**src/rtl/sic_dispatcher_pkg.sv**
```systemverilog
// Shared SIC packet layout, sizing constants and the rotate-priority pick
// helper used by the dispatcher's SIC arbiter.
package sic_dispatcher_pkg;

  localparam int unsigned PKT_NUM_PHY_REGS = 64;
  localparam int unsigned PKT_ID_WIDTH     = 8;
  localparam int unsigned PKT_NUM_ECRS     = 4;
  localparam int unsigned PREG_W           = $clog2(PKT_NUM_PHY_REGS);
  localparam int unsigned ECR_W            = $clog2(PKT_NUM_ECRS);
  localparam int unsigned RR_MAX           = 16;

  typedef struct packed {
    logic                    valid;
    logic [PKT_ID_WIDTH-1:0] issue_id;
    logic [PREG_W-1:0]       rd;
    logic [PREG_W-1:0]       rs1;
    logic [PREG_W-1:0]       rs2;
    logic [ECR_W-1:0]        ecr;
    logic [15:0]             imm;
  } sic_packet_t;

  // First set bit of elig scanning ptr, ptr+1, ... mod n; -1 when none.
  function automatic int rr_pick(input logic [RR_MAX-1:0] elig,
                                 input int unsigned ptr,
                                 input int unsigned n);
    int          r;
    int unsigned k;
    r = -1;
    for (int unsigned i = 0; i < RR_MAX; i++) begin
      k = (ptr + i) % n;
      if (r < 0 && i < n && elig[k]) r = int'(k);
    end
    return r;
  endfunction

endpackage

```
**src/rtl/sic_rr_picker.sv**
```systemverilog
// Combinational rotate-priority encoder: first eligible SIC starting at ptr.
module sic_rr_picker
  import sic_dispatcher_pkg::*;
#(
  parameter int unsigned N = 4,
  localparam int unsigned IW = $clog2(N)
) (
  input  logic [N-1:0]  elig,
  input  logic [IW-1:0] ptr,
  output logic          found,
  output logic [IW-1:0] idx
);

  logic [RR_MAX-1:0] elig_ext;
  int                pick;

  always_comb begin
    elig_ext          = '0;
    elig_ext[N-1:0]   = elig;
    pick              = rr_pick(elig_ext, 32'(ptr), N);
    found             = (pick >= 0);
    idx               = IW'(pick);
  end

endmodule

```
**src/rtl/sic_dispatcher.sv**
```systemverilog
// Issue-side SIC dispatcher: in-order packet FIFO feeding idle SICs one
// packet per cycle, round-robin, as single-cycle valid pulses.
module sic_dispatcher
  import sic_dispatcher_pkg::*;
#(
  parameter int unsigned NUM_SICS     = 4,
  parameter int unsigned NUM_PHY_REGS = 64,
  parameter int unsigned ID_WIDTH     = 8,
  parameter int unsigned NUM_ECRS     = 4,
  parameter int unsigned FIFO_DEPTH   = 8,
  localparam int unsigned CNT_W       = $clog2(FIFO_DEPTH + 1)
) (
  input  logic                clk,
  input  logic                rst_n,
  input  logic                in_valid,
  output logic                in_ready,
  input  sic_packet_t         in_pkt,
  input  logic                flush,
  input  logic [NUM_SICS-1:0] sic_req_instr,
  output sic_packet_t         sic_pkt [NUM_SICS],
  output logic [CNT_W-1:0]    fifo_count,
  output logic [31:0]         dispatch_cnt
);

  localparam int unsigned SIC_W = $clog2(NUM_SICS);
  localparam int unsigned PTR_W = $clog2(FIFO_DEPTH);

  // The packet layout is fixed by the package; reject mismatched sizing.
  if (NUM_PHY_REGS != PKT_NUM_PHY_REGS || ID_WIDTH != PKT_ID_WIDTH ||
      NUM_ECRS != PKT_NUM_ECRS || NUM_SICS < 2 || NUM_SICS > RR_MAX ||
      FIFO_DEPTH < 2 || (FIFO_DEPTH & (FIFO_DEPTH - 1)) != 0) begin : g_cfg_err
    $error("sic_dispatcher: unsupported parameter set");
  end

  sic_packet_t         mem [FIFO_DEPTH];
  logic [PTR_W-1:0]    head, tail;
  logic [CNT_W-1:0]    count;
  logic [SIC_W-1:0]    rr_ptr;
  logic [NUM_SICS-1:0] elig;
  logic                pick_found;
  logic [SIC_W-1:0]    pick_idx;
  logic                push, fire;
  sic_packet_t         head_pkt;

  always_comb begin
    for (int unsigned k = 0; k < NUM_SICS; k++) begin
      elig[k] = sic_req_instr[k] && !sic_pkt[k].valid;
    end
  end

  sic_rr_picker #(.N(NUM_SICS)) u_picker (
    .elig  (elig),
    .ptr   (rr_ptr),
    .found (pick_found),
    .idx   (pick_idx)
  );

  always_comb begin
    in_ready       = (count < CNT_W'(FIFO_DEPTH)) && !flush;
    push           = in_valid && in_ready;
    fire           = (count != '0) && pick_found && !flush;
    head_pkt       = mem[head];
    head_pkt.valid = 1'b1;
  end

  always_ff @(posedge clk) begin
    if (push) mem[tail] <= in_pkt;
  end

  always_ff @(posedge clk or negedge rst_n) begin
    if (!rst_n) begin
      head  <= '0;
      tail  <= '0;
      count <= '0;
    end else if (flush) begin
      head  <= '0;
      tail  <= '0;
      count <= '0;
    end else begin
      if (push) tail <= tail + 1'b1;
      if (fire) head <= head + 1'b1;
      if (push && !fire)      count <= count + 1'b1;
      else if (!push && fire) count <= count - 1'b1;
    end
  end

  // Flush needs no branch here: fire is already low, so every valid drops.
  always_ff @(posedge clk or negedge rst_n) begin
    if (!rst_n) begin
      for (int unsigned j = 0; j < NUM_SICS; j++) sic_pkt[j] <= '0;
      rr_ptr       <= '0;
      dispatch_cnt <= '0;
    end else begin
      for (int unsigned j = 0; j < NUM_SICS; j++) begin
        sic_pkt[j].valid <= 1'b0;
        if (fire && pick_idx == SIC_W'(j)) sic_pkt[j] <= head_pkt;
      end
      if (fire) begin
        rr_ptr       <= (pick_idx == SIC_W'(NUM_SICS - 1)) ? '0 : pick_idx + 1'b1;
        dispatch_cnt <= dispatch_cnt + 32'd1;
      end
    end
  end

  assign fifo_count = count;

endmodule
```
**config.mk**
```make
export PLATFORM = sky130hd
export DESIGN_NAME = sic_dispatcher
export DESIGN_NICKNAME = d
export VERILOG_FILES = /design/src/rtl/sic_dispatcher_pkg.sv /design/src/rtl/sic_rr_picker.sv /design/src/rtl/sic_dispatcher.sv
export SDC_FILE = /design/constraint.sdc
export NUM_CORES = 1
export LEC_CHECK = 0
export ABC_AREA = 1
export CAP_MARGIN = 30
export CORE_MARGIN = 1
export CORE_UTILIZATION = 45
export CTS_CLUSTER_DIAMETER = 80
export DETAILED_ROUTE_END_ITERATION = 8
export PLACE_DENSITY_LB_ADDON = 0.1
export SLEW_MARGIN = 5
export SYNTH_ARGS = -nofsm -noshare
export SYNTH_HDL_FRONTEND = slang
export SYNTH_SLANG_ARGS = --single-unit
export TNS_END_PERCENT = 20
```
**constraint.sdc**
```tcl
create_clock -name clk -period 2.8 [get_ports clk]
set_clock_uncertainty 0.05 [all_clocks]
set_input_delay 0.7 -clock clk [delete_from_list [all_inputs] [get_ports clk]]
set_output_delay 0.7 -clock clk [all_outputs]
set_load 0.01 [all_outputs]
```
# ---- Yosys cells after proc, flatten, opt, wreduce, memory -nomap -nowiden
# Memory sizes are Yosys's and may differ from the RTL's.
# Cells that the tools add are included.
dict set report op_classes {
  addsub 9
  n_lt_le_gt_ge 9
  n_eq_ne 3
  reduce_logical 29
  muxes 26
}
# operator count
set ops {}
lappend ops {{$mux 45} 4}
lappend ops {{$mux 32} 4}
lappend ops {{$lt 32x1->1 const B} 3}
lappend ops {{$add 32x1->32 const B} 1}
lappend ops {{$ge 32x1->1 const B} 1}
lappend ops {{$lt 2x5->1 const B} 4}
lappend ops {{$logic_and 1x1->1} 17}
lappend ops {{$mux 3} 4}
lappend ops {{$mux 4} 3}
lappend ops {{$bmux 1 s2} 4}
lappend ops {{$logic_not 1->1} 7}
lappend ops {{$add 3x1->3 const B} 2}
lappend ops {{$mux 1} 6}
lappend ops {{$add 2x1->2 const B} 2}
lappend ops {{$add 2x2->2 const B} 2}
lappend ops {{$add 4x1->4 const B} 1}
lappend ops {{$eq 2x2->1 const B} 2}
lappend ops {{$lt 4x4->1 const B} 1}
lappend ops {{$reduce_bool 2->1} 2}
lappend ops {{$reduce_bool 4->1} 1}
lappend ops {{$sub 4x1->4 const B} 1}
lappend ops {{$reduce_bool 3->1} 1}
lappend ops {{$eq 2x1->1 const B} 1}
lappend ops {{$logic_not 2->1} 1}
lappend ops {{$mux 2} 1}
dict set report totals {
  regBits 224
  ram_bits 360
  memories 1
  elab_cells 110
  inputBits 53
}
# name words word_bits read_ports rd_clocked_by_memory_dff wr line_no
set mem_list {}
lappend mem_list {mem 8 45 1 0 1 sic_dispatcher.sv:35} ;# sic_packet_t mem [FIFO_DEPTH];

# ---- Longest topological paths before layout
# Gate-level depths: netlist of run 1.
dict set report logic_depth {
  word_depth 21
  ltp_mapped 17
  ltp_nobuf 15
}

# ---- Hierarchy
# From an unflattened synthesis of run 1, not the netlist that was laid out.
dict set report hier_totals {
  cells_unflattened 2156
  hier_area_um2 23770.3
}
# mod cells_per_inst n_inst area_each_um2 seq_area_each_um2
set by_module_without_submodules {}
lappend by_module_without_submodules {sic_dispatcher 2104 1 23488.8 16175.5}
lappend by_module_without_submodules {sic_rr_picker 52 1 281.5 0.0}

# ---- Worst setup path after synthesis of run 1
# Ideal clock, no wire load.
dict set report synth_timing {
  kind {input to register}
  from {input port flush}
  to {memory mem[0][0] (netlist bit) (enable)}
  cell_stages 5
  slack_ns -0.820
  arrival_time_ns 3.125
  setup_ns 0.445
  n_path_buf 0
  cell_sequence {nor2_1 nand2_1 inv_1 nand2_1 nor2_1}
}
dict set report synth_via {
  elab_chain_len 5
}
# element line_no
set synth_rtl {}
lappend synth_rtl {{start, declared} sic_dispatcher.sv:18} ;# input logic flush,
lappend synth_rtl {{$logic_not 1->1} sic_dispatcher.sv:59} ;# in_ready = (count < CNT_W'(FIFO_DEPTH)) && !flush;
lappend synth_rtl {{$logic_and 1x1->1} sic_dispatcher.sv:59}
lappend synth_rtl {{$logic_and 1x1->1} sic_dispatcher.sv:60} ;# push = in_valid && in_ready;
lappend synth_rtl {{$mux 1} sic_dispatcher.sv:67} ;# if (push) mem[tail] <= in_pkt;
lappend synth_rtl {{$mux 1 (implied by the code)} sic_dispatcher.sv:67}
lappend synth_rtl {{end, declared} sic_dispatcher.sv:35}
# No other way between the ends.

# ---- Final worst setup path of run 1
dict set report layout_timing {
  from {input port flush}
  to {output port in_ready}
}
dict set report layout_via {
  elab_chain_len 2
}
# element line_no
set layout_rtl {}
lappend layout_rtl {{$logic_not 1->1} sic_dispatcher.sv:59}
lappend layout_rtl {{$logic_and 1x1->1} sic_dispatcher.sv:59}
lappend layout_rtl {{end, declared} sic_dispatcher.sv:16} ;# output logic in_ready,
# No other way between the ends.

==> run summary, run 1 <==
The run finished with clean final reports. The worst setup slack after layout is 232 ps. The power per cell area came out at 1160 nW/µm². The pre-CTS setup slack is -627 ps. After clock tree synthesis, the clock-pin slew on the worst setup and hold paths is 60 ps. Measured along the x axis, the die boundary spans 230 µm.

The normalized max-slew margin came out at 53.3%. The sequential element share of the synthesized area came out at 69.1%. The remaining global-route overflow came out at 0. The maximum clock frequency is 0.389 GHz. Among the stages of the critical path, the cell type that occurs most often is sky130_fd_sc_hd__clkdlybuf4s50_1. The net count of the mapped netlist came out at 2203. The first global-routing pass estimated 100000 µm of wire. The count of pins on the block boundary came out at 270. The cell sitting at the root of the clock tree is a sky130_fd_sc_hd__clkbuf_16. The final number of max-transition violations is 0. The critical path buffer and inverter count is 2. After detailed routing, the average wire length per cell comes to 20.4 µm.

CTS saw 576 sinks. The total setup violations reported at the end of the flow is 0. The weighted congestion at the end of routability-driven global placement came out at 0.920. The overall via count from detail_route came out at 17200. The number of buffers added by the clock tree synthesis step is 60. The count of final hold-check violations came to 0. The post-route clock period utilization is 91.7%.

The die covers 53000 µm². Cells fill 58.0% of the core in the end. The final instance count without filler cells is 3204.

The maximum number of pins on one net before global-route repair is 100. The slew at the pin with the worst max-slew slack is 698 ps. The final sum of negative setup slack is 0 ps. After synthesis, the cell types taking the most area are sky130_fd_sc_hd__edfxtp_1 (45%), sky130_fd_sc_hd__dfrtp_1 (24%), sky130_fd_sc_hd__nand2_1 (7.6%). sky130_fd_sc_hd__edfxtp_1 takes more of the synthesized area than any other cell. The routed design has 65400 µm of wire. The post-DP HPWL is 41800 µm. The worst endpoint data arrival time came out at 1820 ps. The post-synthesis instance total is 2140. A synthesized cell averages 10.9 µm².

The tool flagged a number of max-cap violations equal to 0. The worst setup path is launched from an input pin. Leaving out fill and tap cells, the most frequent cell in the layout is sky130_fd_sc_hd__nand2_1. TritonCTS built the clock tree.

The detail route stage leaves a number of antenna-violating nets equal to 0. The number of antenna violations at the first check in global routing is 5. Setup repair after global routing left no endpoint under its margin. The detail-routed via count per cell is 5.36. The number of global-route vias before repair came out at 16400. The post-synthesis instance area is 23400 µm².

The startpoint-to-endpoint class of the critical path is in -> out. CTS built an H-tree with a depth of 2. The area of all placed cells without fillers is 29800 µm².

The largest delay contributor family on the critical path is buffers and inverters. Counting tap cells, the placed design contains a total of 3082 instances. The largest fanout of any net on the critical path came out at 2. The number of DRC violations after detailed-routing iteration 0 is 1430. STA classifies the critical path endpoint as an output port. The peak per-stage delay on the critical path is 550 ps. The leakage power summed over all cells came out at 11.7 nW. The floorplan row count came out at 83.

The tightest min-delay check is of the in -> async type. The count of distinct cell types in the synthesized netlist is 40. VDD sags by at most 0.611 mV. The synthesized flop and latch total came out at 576. The core box area is 51400 µm². The shortest clock period the worst path allows after layout came out at 2570 ps. Traced cell by cell, the critical path runs through clkdlybuf4s50_1, nor2_1, clkdlybuf4s50_1. At the later pin of the worst-skew pair, clock insertion delay measures 630 ps. The area share of the largest cell type after synthesis came out at 45.1%. The initial cell density of the core is 45.6%. The worst-case clock buffer depth is 3. The Yosys step of the flow raised 0 warnings. For this design, the slowest cell found on the critical path is sky130_fd_sc_hd__clkdlybuf4s50_1. The count of buffers inserted at the top-level ports came out at 268. The area growth from synthesis to layout came out at 27.4%. The critical path data required time came out at 2050 ps. The pre-antenna-repair detailed-routing pass consisted of 5 iterations. In the layout the commonest cells are sky130_fd_sc_hd__nand2_1 (476), sky130_fd_sc_hd__edfxtp_1 (352), sky130_fd_sc_hd__nor2_1 (337). The overall track demand over capacity in global routing came out at 24.8%. After detailed routing, the number of remaining DRC violations is 0. Of the cells placed in the final design, the portion with a size suffix greater than 1 is 9.95%. The total cell area at the placement stage came out at 27700 µm². The height of the chip came out at 230 µm.

The final net count is 2538.
-- final timing paths --
path / from / end / cells after the start / slack [ps]
worst min-delay path: rst_n / dispatch_cnt[22]$_DFFE_PN0P_ / 1 / 4
worst min register to register: sic_pkt[153]$_DFFE_PN0P_ / sic_pkt[153]$_DFFE_PN0P_ / 2 / 430
worst max register to register: rr_ptr[0]$_DFFE_PN0P_ / sic_pkt[168]$_DFFE_PN0P_ / 14 / 240
max in group asynchronous: rst_n / sic_pkt[144]$_DFFE_PN0P_ / 2 / 1860
min in group clk: sic_pkt[153]$_DFFE_PN0P_ / sic_pkt[153]$_DFFE_PN0P_ / 2 / 430
worst max-delay path: flush / in_ready / 3 / 230
-- metrics by stage --
stage | total power, mW | hold slack [ps]
after floorplan | 18.8 | 354
after global placement | 25.9 | 414
after detailed placement | 26.2 | 418
after CTS | 34.7 | 25.3
after global routing | 36.5 | 49.5
final | 34.6 | 3.80
-- sequential cells by signal, indices dropped and copies added (netlist names) --
| name | count |
|---|---|
| fifo_count | 4 |
| mem | 352 |
| sic_pkt | 180 |
| rr_ptr | 2 |
| dispatch_cnt | 32 |
| head | 3 |
| tail | 3 |
-- synthesized netlist by cell type --
cell type and number:
sky130_fd_sc_hd__nand2_1 476, sky130_fd_sc_hd__edfxtp_1 352, sky130_fd_sc_hd__nor2_1 345, sky130_fd_sc_hd__dfrtp_1 224, sky130_fd_sc_hd__o21ai_0 210, sky130_fd_sc_hd__o21ai_1 160
sky130_fd_sc_hd__clkbuf_1 62, sky130_fd_sc_hd__a31oi_1 44, sky130_fd_sc_hd__o22ai_1 44, sky130_fd_sc_hd__inv_1 33, sky130_fd_sc_hd__buf_2 32, sky130_fd_sc_hd__nand3_1 30
sky130_fd_sc_hd__buf_6 19, sky130_fd_sc_hd__xor2_1 17, sky130_fd_sc_hd__xnor2_1 14, sky130_fd_sc_hd__nor3_1 12, sky130_fd_sc_hd__ha_1 9, sky130_fd_sc_hd__nand4_1 9
sky130_fd_sc_hd__buf_1 7, sky130_fd_sc_hd__nor4_1 7, sky130_fd_sc_hd__clkinv_1 5, sky130_fd_sc_hd__nor2_8 4, sky130_fd_sc_hd__a21oi_1 3, sky130_fd_sc_hd__inv_2 3
sky130_fd_sc_hd__buf_4 2, sky130_fd_sc_hd__inv_4 2, sky130_fd_sc_hd__nand3_2 2, sky130_fd_sc_hd__a211oi_1 1, sky130_fd_sc_hd__clkbuf_2 1, sky130_fd_sc_hd__fa_1 1
sky130_fd_sc_hd__nand2_2 1, sky130_fd_sc_hd__nand2_4 1, sky130_fd_sc_hd__nand2_8 1, sky130_fd_sc_hd__nand3b_1 1, sky130_fd_sc_hd__nand4_2 1, sky130_fd_sc_hd__nor2_4 1
sky130_fd_sc_hd__nor3b_1 1, sky130_fd_sc_hd__nor4b_1 1, sky130_fd_sc_hd__o211ai_1 1, sky130_fd_sc_hd__o21a_1 1
-- final cells by class --
cell class              instances  area (µm²)
fillers                      4378       21600
clock buffers                  83        1700
flip-flops and latches        576       16200
diodes                          2        5.00
clock inverters                26         318
multi-input cells            1404        6570
repair buffers                390        4030
well taps                     680         851
inverters                      43         174
-- logic make-up after synthesis --
group	Yosys count	synth area share (%)
compound gates	464	10.4
xor+xnor	31	1.16
fa+ha+maj	10	0.566
buf+inv	166	3.50
flops	576	69.1
simple gates	893	15.3
-- metal layers --
metal / global-route usage [%] / wire length [µm]
met1: 35.9 / 29900
met2: 38.4 / 30000
met3: 4.30 / 3970
met4: 7.55 / 1520
met5: 0 / 41
-- what timing repair did --
action / CTS / global route
endpoints found under the setup margin: 89 / 170
hold buffers: 0 / 0
gates cloned: 6 / 0
resized for setup: 5 / 7
setup buffers: 5 / 0
pin swaps: 6 / 1
-- power breakdown --
part           total, mW  internal, mW  switching (mW)
registers           11.7          10.6            1.15
clock network       8.07          4.78            3.28
logic               14.8          5.88            8.96
total               34.6          21.2            13.4
Note: power is estimated with default switching activity, not from simulation.
==> inputs of run 2 (changes only) <==
--- a/config.mk
+++ b/config.mk
@@ -11,8 +11,9 @@
 export CORE_UTILIZATION = 45
 export CTS_CLUSTER_DIAMETER = 80
 export DETAILED_ROUTE_END_ITERATION = 8
+export MAX_ROUTING_LAYER = met4
 export PLACE_DENSITY_LB_ADDON = 0.1
-export SLEW_MARGIN = 5
+export SLEW_MARGIN = 30
 export SYNTH_ARGS = -nofsm -noshare
 export SYNTH_HDL_FRONTEND = slang
 export SYNTH_SLANG_ARGS = --single-unit
==> run 2 against run 1 <==
Net effect:
- critical path depth is 11 higher
- routed wire length is 0.21% lower
- final cell count is 0.66% lower
- first-iteration DRC count is 12% lower
- worst setup slack worse by 65 ps
- via count is 1.1% lower
- largest cell class unchanged
==> run summary, run 2 (synthesis gave the netlist of run 1 again) <==
The flow ran to the end, and the final reports show no timing, DRC or antenna violations. The number of global-route vias before repair came out at 16300. The startpoint-to-endpoint class of the critical path is in -> reg. The critical path data required time is 3250 ps.

The number of nets still failing antenna checks after routing is 0. The critical path contains buffers and inverters numbering 6 combined. mem holds more flip-flops than any other register. The min-delay analysis places its worst path in the category reg -> reg. The count of H-tree levels built during CTS came out at 2. The first-pass GRT wire length is 98800 µm.

Wire segments on met3 add up to 4170 µm in the final route. TritonCTS built the clock tree. The share of the core filled with cells in the final layout came out at 57.4%. The clock-pin slew reported for the worst setup and hold paths after clock tree synthesis came out at 60 ps. The largest fanout of any net on the critical path came out at 68. The overall via count from detail_route is 17000. In the global route stage, overall resource usage came out at 25.1%. Traced cell by cell, the critical path runs through clkdlybuf4s50_1, nand3_1, nand3_1, nand2_1, buf_4, nand4_2, nand2_4, buf_4, inv_4, nand2_8, buf_4, buf_12, o21ai_0, nand2_1.

The number of antenna violations at the first check in global routing came out at 3. Among the stages of the critical path, the cell type that occurs most often is sky130_fd_sc_hd__buf_4. The final number of max-transition violations came out at 0. In this run the vertical extent of the chip is 230 µm.

The top cell types in the final layout, fill and taps aside, are sky130_fd_sc_hd__nand2_1 (475), sky130_fd_sc_hd__edfxtp_1 (352), sky130_fd_sc_hd__nor2_1 (336). The slew at the pin with the worst max-slew slack is 687 ps. The worst setup path is launched from an input pin. The post-DP HPWL came out at 41500 µm. The core box area came out at 51400 µm².

Leaving out fill and tap cells, the most frequent cell in the layout is sky130_fd_sc_hd__nand2_1. After detailed routing, the met2 layer carries 30400 µm of wire. The area growth from synthesis to layout is 26.0%.

The highest metal layer with signal wires is met4. The detail-routed via count per cell is 5.33. The count of final hold-check violations came out at 0.

The floorplan has 83 rows. For this design the static power due to leakage is 11.5 nW. The switching part of the total power is 39.2%.

Broken down by cell family, the worst path's largest delay share belongs to buffers and inverters. The final routed wire length divided by cell count is 20.5 µm. For this design the top-level I/O count stands at 270.

The cell sitting at the root of the clock tree is a sky130_fd_sc_hd__clkbuf_16. The die is 230 µm wide. The weighted congestion at the end of routability-driven global placement came out at 0.935.

The number of detailed-route iterations in the first pass came out at 5. The fraction of final layout cells sized beyond drive strength 1 came out at 9.00%. The number of buffers added by the clock tree synthesis step came out at 59. The final sum of negative setup slack is 0 ps.

The full die area came out at 53000 µm². In the routed design, unresolved DRC markers number 0. The post-route met1 wirelength is 29600 µm.

The worst-case clock buffer depth is 3. The power per cell area is 1140 nW/µm². The register with the most flip-flops in the layout has 352 of them.

VDD sags by at most 0.592 mV. The count of filler cells inserted in the layout is 4343. The peak per-stage delay on the critical path is 510 ps.

Global routing finished with a remaining overflow of 0. The clock network accounts for 21.7% of the total power. Counting I/O delays and the setup requirement, the final critical path takes 2630 ps.

The internal portion of the total power is 20.5 mW. The maximum number of pins on one net before global-route repair came out at 121. The maximum clock frequency is 0.380 GHz. The latest clock arrival within the worst-skew pair is 630 ps.

The critical path capture point type is a flip-flop. During placement, the flow inserted port buffers numbering 268. The post-route clock period utilization came out at 94.1%. Of the total power, registers draw 34.7%. The post-detailed-routing wire length came out at 65300 µm.

The initial cell density of the core is 45.6%. The total net switching power came out at 13.2 mW. The sink count of the clock tree came out at 576.

In the final layout, the registers with the most flip-flops are mem x352, sic_pkt x180, dispatch_cnt x32. The total setup violations reported at the end of the flow came out at 0. The slowest stage of the critical path belongs to the cell sky130_fd_sc_hd__clkdlybuf4s50_1. STA puts the critical path data arrival time at 3080 ps. The net count of the finished layout is 2525. Combinational cells account for 43.6% of the total power.

The number of DRC violations after detailed-routing iteration 0 came out at 1259. In this run the tightest slew margin relative to its limit is 54.0%. The tool flagged a number of max-cap violations equal to 0.
[run 2: tightest hold or removal path, cell delays in order (launching register included)]
cell,delay [ps]
sky130_fd_sc_hd__dfrtp_1,340
sky130_fd_sc_hd__o21ai_1,60
sky130_fd_sc_hd__nand2_1,50
[run 2: final timing paths]
| kind | from | to | slack (ps) | cells after the start |
|---|---|---|---|---|
| min | sic_pkt[16]$_DFFE_PN0P_ | sic_pkt[16]$_DFFE_PN0P_ | 430 | 2 |
| max | sic_req_instr[1] | sic_pkt[10]$_DFFE_PN0P_ | 170 | 14 |
| max in group asynchronous | rst_n | sic_pkt[58]$_DFFE_PN0P_ | 1310 | 3 |
| min reg2reg | sic_pkt[16]$_DFFE_PN0P_ | sic_pkt[16]$_DFFE_PN0P_ | 430 | 2 |
| min in group asynchronous | rst_n | dispatch_cnt[24]$_DFFE_PN0P_ | 570 | 2 |
| max reg2reg | rr_ptr[0]$_DFFE_PN0P_ | sic_pkt[10]$_DFFE_PN0P_ | 220 | 15 |
[run 2: layout make-up]
type | count | area [µm²] | area share, %
diodes | 3 | 7.51 | 0.0254
clock buffers | 83 | 1640 | 5.55
clock inverters | 16 | 138 | 0.467
inverters | 43 | 180 | 0.611
multi-input cells | 1404 | 6560 | 22.2
flip-flops and latches | 576 | 16200 | 54.9
well taps | 680 | 851 | 2.88
repair buffers | 378 | 3950 | 13.4
[run 2: routing by layer]
metal	vias to the layer above	track usage [%]
li1	8033	-
met1	8337	35.1
met2	523	38.4
met3	74	4.06
met4	0	6.11
met5	-	-
[run 2: metrics by stage]
stage	instance area (µm²)	worst slack, ps	total power [mW]	cells	hold slack [ps]
2_1_floorplan	23400	-134	18.8	2140	354
3_3_place_gp	27600	-522	25.8	3069	413
3_5_place_dp	27600	-620	26.1	3069	418
4_1_cts	29400	50.9	33.6	3171	432
5_1_grt	29500	-68.4	35.7	3183	448
6_report	29500	166	33.7	3183	428
[run 2: repair_timing]
action | 4_1_cts | 5_1_grt
hold endpoints to repair | 6 | 0
buffers inserted | 0 | 5
gates cloned | 2 | 4
resized for setup | 4 | 10
setup endpoints to repair | 97 | 178
pin swaps | 2 | 4
hold buffers | 1 | 0
[run 2: power by group through the flow]
stage / combinational (mW) / sequential (mW) / clock, mW
floorplan: 6.83 / 12.0 / 0
global placement: 13.9 / 11.8 / 0
detailed placement: 14.2 / 11.9 / 0
CTS: 14.4 / 11.7 / 7.49
global route: 16.0 / 11.9 / 7.81
finish: 14.7 / 11.7 / 7.33
